--- config.mk ---
export PLATFORM = sky130hd
export DESIGN_NAME = pc_sequencer
export DESIGN_NICKNAME = d
export VERILOG_FILES = /design/src/rtl/pc_sequencer.sv
export SDC_FILE = /design/constraint.sdc
export NUM_CORES = 1
export LEC_CHECK = 0
export BUFFER_PORTS_ARGS = -buffer_cell sky130_fd_sc_hd__buf_2
export CORE_UTILIZATION = 56
export CTS_BUF_LIST = sky130_fd_sc_hd__clkbuf_4
export CTS_CLUSTER_DIAMETER = 30
export DETAILED_ROUTE_END_ITERATION = 12
export PLACE_DENSITY = 0.89
export SETUP_SLACK_MARGIN = 0.5
export SLEW_MARGIN = 20
export SYNTH_ARGS = -nofsm -noshare
export SYNTH_HDL_FRONTEND = slang
export SYNTH_SLANG_ARGS = --single-unit
--- constraint.sdc ---
create_clock -name i_clk -period 9.3 [get_ports i_clk]
set_input_delay 0.93 -clock i_clk [delete_from_list [all_inputs] [get_ports i_clk]]
set_output_delay 0.93 -clock i_clk [all_outputs]
set_load 0.005 [all_outputs]
--- src/rtl/pc_sequencer.sv ---
// Program-counter sequencer: owns the PC, applies jump/balz/branch redirects with a
// one-cycle flush bubble. Optional link write for balz is enabled by defining PC_LINK_EN.
module pc_sequencer #(
  parameter int                ADDR_W   = 32,
  parameter logic [ADDR_W-1:0] RESET_PC = 32'h0000_0000
) (
  input  logic              i_clk,
  input  logic              i_reset,
  input  logic [1:0]        i_pc_src,
  input  logic              i_src_valid,
  input  logic [25:0]       i_imm26,
  input  logic [15:0]       i_br_off,
  input  logic              i_stall,
  output logic [ADDR_W-1:0] o_pc,
  output logic [ADDR_W-1:0] o_pc_plus4,
  output logic              o_flush,
  output logic              o_link_we,
  output logic [ADDR_W-1:0] o_link_data,
  output logic              o_busy,
  output logic              o_dbg_state
);

  // Handshake: there is no ready/valid pair. i_src_valid qualifies the select
  // fields for the instruction at o_pc; i_stall freezes RUN and the producer
  // must hold the select fields stable until i_stall drops.

  typedef enum logic {S_RUN = 1'b0, S_FLUSH = 1'b1} state_t;

  localparam logic [ADDR_W-1:0] PC_STEP = ADDR_W'(4);

  state_t            r_state;
  state_t            w_state_nxt;
  logic [ADDR_W-1:0] r_pc;
  logic [ADDR_W-1:0] w_pc_nxt;
  logic [ADDR_W-1:0] w_pc_plus4;
  logic [ADDR_W-1:0] w_jump_tgt;
  logic [ADDR_W-1:0] w_br_tgt;
  logic              w_taken;

  assign w_pc_plus4 = r_pc + PC_STEP;
  assign w_jump_tgt = {w_pc_plus4[31:28], i_imm26, 2'b00};
  assign w_br_tgt   = w_pc_plus4 + {{14{i_br_off[15]}}, i_br_off, 2'b00};
  assign w_taken    = i_src_valid && (i_pc_src != 2'b00);

  always_ff @(posedge i_clk) begin
    if (i_reset) begin
      r_state <= S_RUN;
      r_pc    <= RESET_PC;
    end else begin
      r_state <= w_state_nxt;
      r_pc    <= w_pc_nxt;
    end
  end

  always_comb begin
    w_state_nxt = r_state;
    w_pc_nxt    = r_pc;
    case (r_state)
      S_RUN: begin
        if (!i_stall) begin
          if (w_taken) begin
            w_state_nxt = S_FLUSH;
            w_pc_nxt    = (i_pc_src == 2'b11) ? w_br_tgt : w_jump_tgt;
          end else begin
            w_pc_nxt = w_pc_plus4;
          end
        end
      end
      // PC holds the target through the bubble; exit is unconditional.
      S_FLUSH: w_state_nxt = S_RUN;
      default: w_state_nxt = S_RUN;
    endcase
  end

`ifdef PC_LINK_EN
  logic              w_balz_fire;
  logic              r_link_we;
  logic [ADDR_W-1:0] r_link_data;

  assign w_balz_fire = (r_state == S_RUN) && !i_stall && i_src_valid && (i_pc_src == 2'b10);

  // Return address skips the squashed slot, hence pc + 8.
  always_ff @(posedge i_clk) begin
    if (i_reset) begin
      r_link_we   <= 1'b0;
      r_link_data <= '0;
    end else begin
      r_link_we <= w_balz_fire;
      if (w_balz_fire) r_link_data <= w_pc_plus4 + PC_STEP;
    end
  end

  assign o_link_we   = r_link_we;
  assign o_link_data = r_link_data;
`else
  assign o_link_we   = 1'b0;
  assign o_link_data = '0;
`endif

  assign o_pc        = r_pc;
  assign o_pc_plus4  = w_pc_plus4;
  assign o_flush     = (r_state == S_FLUSH);
  assign o_busy      = (r_state == S_FLUSH);
  assign o_dbg_state = r_state;

endmodule

== After elaboration in Yosys (flattened, before gate mapping) ==
Cells that the tools add are included.

* Register bits after elaboration: 33
* Input port bits: 48

* $add $sub $neg: 2
* Equal/unequal tests: 1
* Mux-type cells: 5
* Bitwise gates (word level): 2
* Reductions and logical operators: 3

{| class="wikitable"
|+ Operators with widths
! kind !! count
|-
| $mux W32 || 2
|-
| $add A32 B3 Y32 const B || 1
|-
| $add A32 B32 Y32 || 1
|-
| $eq A2 B2 Y1 const B || 1
|-
| $mux W1 || 2
|-
| $not A1 Y1 || 2
|-
| $pmux W1 S2 || 1
|-
| $reduce_and A2 Y1 || 1
|-
| $reduce_bool A2 Y1 || 1
|-
| $logic_and A1 B1 Y1 || 1
|}

== Longest topological paths before layout ==
* Word-level depth: 5
* Gate-level depth with buffers: 18
* Depth with buffers taken out: 17

== Worst setup path before layout ==
OpenSTA, ideal clock, no wires.

* Path kind: register -> register
* From: register r_pc[2] (netlist: o_pc[2])
* To: register r_pc[31] (netlist: o_pc[31])
* Library setup time: 123 ps
* Arrival time: 4356 ps
* Required time: 9177 ps
* Path slack: 4821 ps
* Cell stages (with the launch flop): 19
* Clock period less this slack: 4479 ps
* Path through: dfxtp_1 -> ha_1 -> and3_1 -> clkbuf_1 -> nand2_1 -> nor3_2 -> nand3_1 -> nor2_1 -> and3_1 -> xor2_1 -> ha_1 -> nand2_1 -> nor4_1 -> a21boi_2 -> nor3_1 -> or4_4 -> and3_1 -> o21ai_1 -> mux2_1

* Longest elaborated chain between the ends: 4

{| class="wikitable"
|+ RTL lines
! what !! line !! source
|-
| start, declared || 33 || <nowiki>logic [ADDR_W-1:0] r_pc;</nowiki>
|-
| start signal, assigned || 51 || <nowiki>r_pc <= w_pc_nxt;</nowiki>
|-
| $add A32 B3 Y32 || 40 || <nowiki>assign w_pc_plus4 = r_pc + PC_STEP;</nowiki>
|-
| named net o_pc_plus4[28] || 15 || <nowiki>output logic [ADDR_W-1:0] o_pc_plus4,</nowiki>
|-
| $add A32 B32 Y32 || 42 || <nowiki>assign w_br_tgt = w_pc_plus4 + {{14{i_br_off[15]}}, i_br_off, 2'b00};</nowiki>
|-
| $mux W32 || 63 || <nowiki>w_pc_nxt = (i_pc_src == 2'b11) ? w_br_tgt : w_jump_tgt;</nowiki>
|-
| $mux W32 || 61 || <nowiki>if (w_taken) begin</nowiki>
|}

The timed path passes the listed nets, and every way through them passes these cells.
A chain may end at the register's enable or synchronous reset.

== Worst setup path in the final report ==
* From: register r_pc[2] (netlist: o_pc[2])
* To: register r_pc[31] (netlist: o_pc[31])

* Longest elaborated chain between the ends: 4

{| class="wikitable"
|+ RTL lines
! what !! line
|-
| $add A32 B3 Y32 (*) || 40
|-
| $add A32 B32 Y32 || 42
|-
| $mux W32 || 63
|-
| $mux W32 (*) || 61
|}

Mark *: on every way between the ends. The rest lies on a longest branch, timed or not.

==> flow_summary.ini <==
[worst_setup_path]
reg2reg_slack_ns = 4.25
max_stage_delay_ns = 0.48
critical-path-top-delay-family = simple AND/OR/NAND/NOR gates
critPathCapture = o_pc[31]$_SDFFE_PP0P_
end_kind = register
worst-endpoint-arrival_ns = 5.30
r2r_end = o_pc[31]$_SDFFE_PP0P_
worstPathBufferInverterCount = 0
cp.required_ns = 9.55
slowest_stage = or4_4
rr_worst_depth = 17
cpMostUsedCell = and3_1
cp_max_fo = 7
criticalPathCategory = reg2reg
crit_path_start_kind = register
timing.rr.start = o_pc[2]$_SDFFE_PP0P_
startpoint = o_pc[2]$_SDFFE_PP0P_
cp.depth = 17
path_cells = ha_1 > and3_1 > nand2_1 > nor3_2 > nand3_1 > nor2_1 > and3_1 > xor2_1 > ha_1 > nand2_1 > nor4_1 > a21boi_2 > nor3_1 > or4_4 > and3_1 > o21ai_1 > mux2_1

[synthesis]
yosys_register_bits = 31
yosysTopAreaCell = dfxtp_1
syn_area_per_cell_um2 = 7.14
ys_seq_area_frac = 0.151
synth_top_family_by_area = compound AO/OA/AOI/OAI gates
synthMuxAreaShare = 0.00760
yosys_most_used_dff = dfxtp_1
synth_warnings = 0
synthAdderAreaFrac = 0.114
synth_xor_area_frac = 0.100
synth_area_um2 = 4120
synth.top_cells.by_area = dfxtp_1, ha_1, buf_4
synth-edff-count = 0
synthSimpleGateAreaFrac = 0.248
syn_inst = 577
synth.top_cell.area_share = 0.151
synthArstFlopShare = 0
synth_cell_types = 64
synth_compound_area_frac = 0.278

[sta]
slew_viol_final = 0
min_period_ns = 5.05
hold_viol = 0
tns_ns = 0
slew_headroom = 0.526
fin_skew_ns = 0.0122
worst_pin_slew_ns = 0.710
grt_setup_unrepaired = false
setup_viol = 0
final.period_utilization = 0.543
fmax_mhz = 198

[floorplanning]
fp.dieW_um = 87.8
rows = 30
design.core.area_um2 = 6940
start_util = 0.593
boundaryPins = 148
fp.dieH_um = 87.8
design.die.area_um2 = 7700

[global_route]
grt-ovfl-total = 0
grt_pass1_wl_um = 19800
grt_start_max_net_pins = 41
track_usage = 0.325
grt_pass1_vias = 4219
antenna_found_initial = 0

[route]
first_iter_violations = 337
wl_per_cell_um = 16.7
ant_nets = 0
vias = 4655
drc = 0
dr.pass1.iters = 4
wirelength_um = 12800
viasPerCell = 6.05

[cells_and_area]
final_cells = 769
n_antenna_cell = 0
final_nets = 757
layout_common_cells = buf_2, nor2_1, nand2_1, a21oi_1, o21ai_0
post_route_cells_drive_above_1_share = 0.202
utilization = 0.670
area_growth_pct = 13.0
mostFrequentLayoutCell = buf_2

[run]
maxCapViolCount = 0

[clock_network]
cts_hold_buf = 0
cts.sinks = 31
root_buffer = clkbuf_4
path_clk_slew_ns = 0.12
htreeDepth = 2
post_cts_resized = 0
insertion_delay_ns = 0.37
cts_setup_buffers = 0
cts_tree = built
cts_made_buffers = 5
cts.path.max_buffers = 2

[placed_design]
dpl.hpwl_um = 9450
place_congestion = 0.961
port_buffers = 110
placedCellCount = 761

[hold_path]
min_from = o_pc[13]$_SDFFE_PP0P_
hold_class = reg2reg

[pwr]
power.leakage_nw = 2.26
peakVddDrop_uv = 54.4
powerDensity_nw_per_um2 = 99.5
power_w = 0.000463

[run_status]
status = complete, no violations
worst reg2reg max path, cell delays in order, from the launching register on:
cell,delay (ns)
dfxtp_1,0.45
ha_1,0.25
and3_1,0.28
nand2_1,0.14
nor3_2,0.38
nand3_1,0.39
nor2_1,0.40
and3_1,0.26
xor2_1,0.11
ha_1,0.38
nand2_1,0.10
nor4_1,0.35
a21boi_2,0.23
nor3_1,0.08
or4_4,0.48
and3_1,0.18
o21ai_1,0.14
mux2_1,0.34
logic make-up (layout without fill, tap and decap cells):
logic type                 after synthesis  in the layout
DFF                                     31             31
buffers and inverters                   71            131
xor gates and xnor gates                47             47
and+or+nand+nor                        212            212
other                                    1             37
muxes                                    3              3
AOI/OAI and AO/OA                      175            175
adders and majority gates               37             37
metal layers:
| layer | global-route usage | vias to the layer above | share of wire |
|---|---|---|---|
| li1 | - | 2207 | - |
| met1 | 0.403 | 2137 | 0.41 |
| met2 | 0.555 | 272 | 0.48 |
| met3 | 0.0575 | 39 | 0.086 |
| met4 | 0.131 | 0 | 0.028 |
| met5 | 0 | - | 0 |
stage by stage:
step	worst slack [ns]	hold slack [ns]	area (um^2)
4_1_cts	4.29	0.529	4650
2_1_floorplan	4.82	0.489	4250
3_3_place_gp	4.57	0.499	4580
5_1_grt	3.81	0.557	4650
6_report	4.25	0.528	4650
3_5_place_dp	4.33	0.513	4580
registers in the layout, indices dropped and copies added (netlist names):
signal,cells
o_busy,1
o_pc,30
synth_stat cells (5+ instances only):
library cell,number
o22ai_1,7
xnor2_1,28
nand2_1,58
dfxtp_1,31
and3_1,9
o21a_1,9
a211oi_1,10
a22oi_1,6
o211ai_1,10
nor2_1,67
ha_1,36
nand3_1,16
nor3_1,17
buf_4,39
nand4_1,10
or3_1,5
a21o_1,13
a21oi_1,41
a31oi_1,5
inv_1,8
clkbuf_1,22
o21ai_0,40
xor2_1,19
worst min-delay path by stage:
stage | endpoint | slack, ns | depth (start not counted)
after floorplan | o_pc[13]$_SDFFE_PP0P_ | 0.49 | 2
after global placement | o_pc[9]$_SDFFE_PP0P_ | 0.50 | 2
after detailed placement | o_pc[13]$_SDFFE_PP0P_ | 0.51 | 2
after CTS | o_pc[13]$_SDFFE_PP0P_ | 0.53 | 2
after global routing | o_pc[13]$_SDFFE_PP0P_ | 0.56 | 2
final | o_pc[13]$_SDFFE_PP0P_ | 0.53 | 2
report_power, final:
part / switching, W / internal [W]
logic: 0.000113 / 0.0000800
clock network: 0.0000615 / 0.0000553
registers: 0.0000127 / 0.000141
total: 0.000187 / 0.000276
cell type report:
type	count	area, um^2
inverters	8	30.0
clock inverters	3	38.8
flip-flops and latches	31	621
multi-input cells	511	3220
well taps	96	120
fillers	624	2290
repair buffers	115	588
clock buffers	5	37.5
Note: power is estimated with default switching activity, not from simulation.
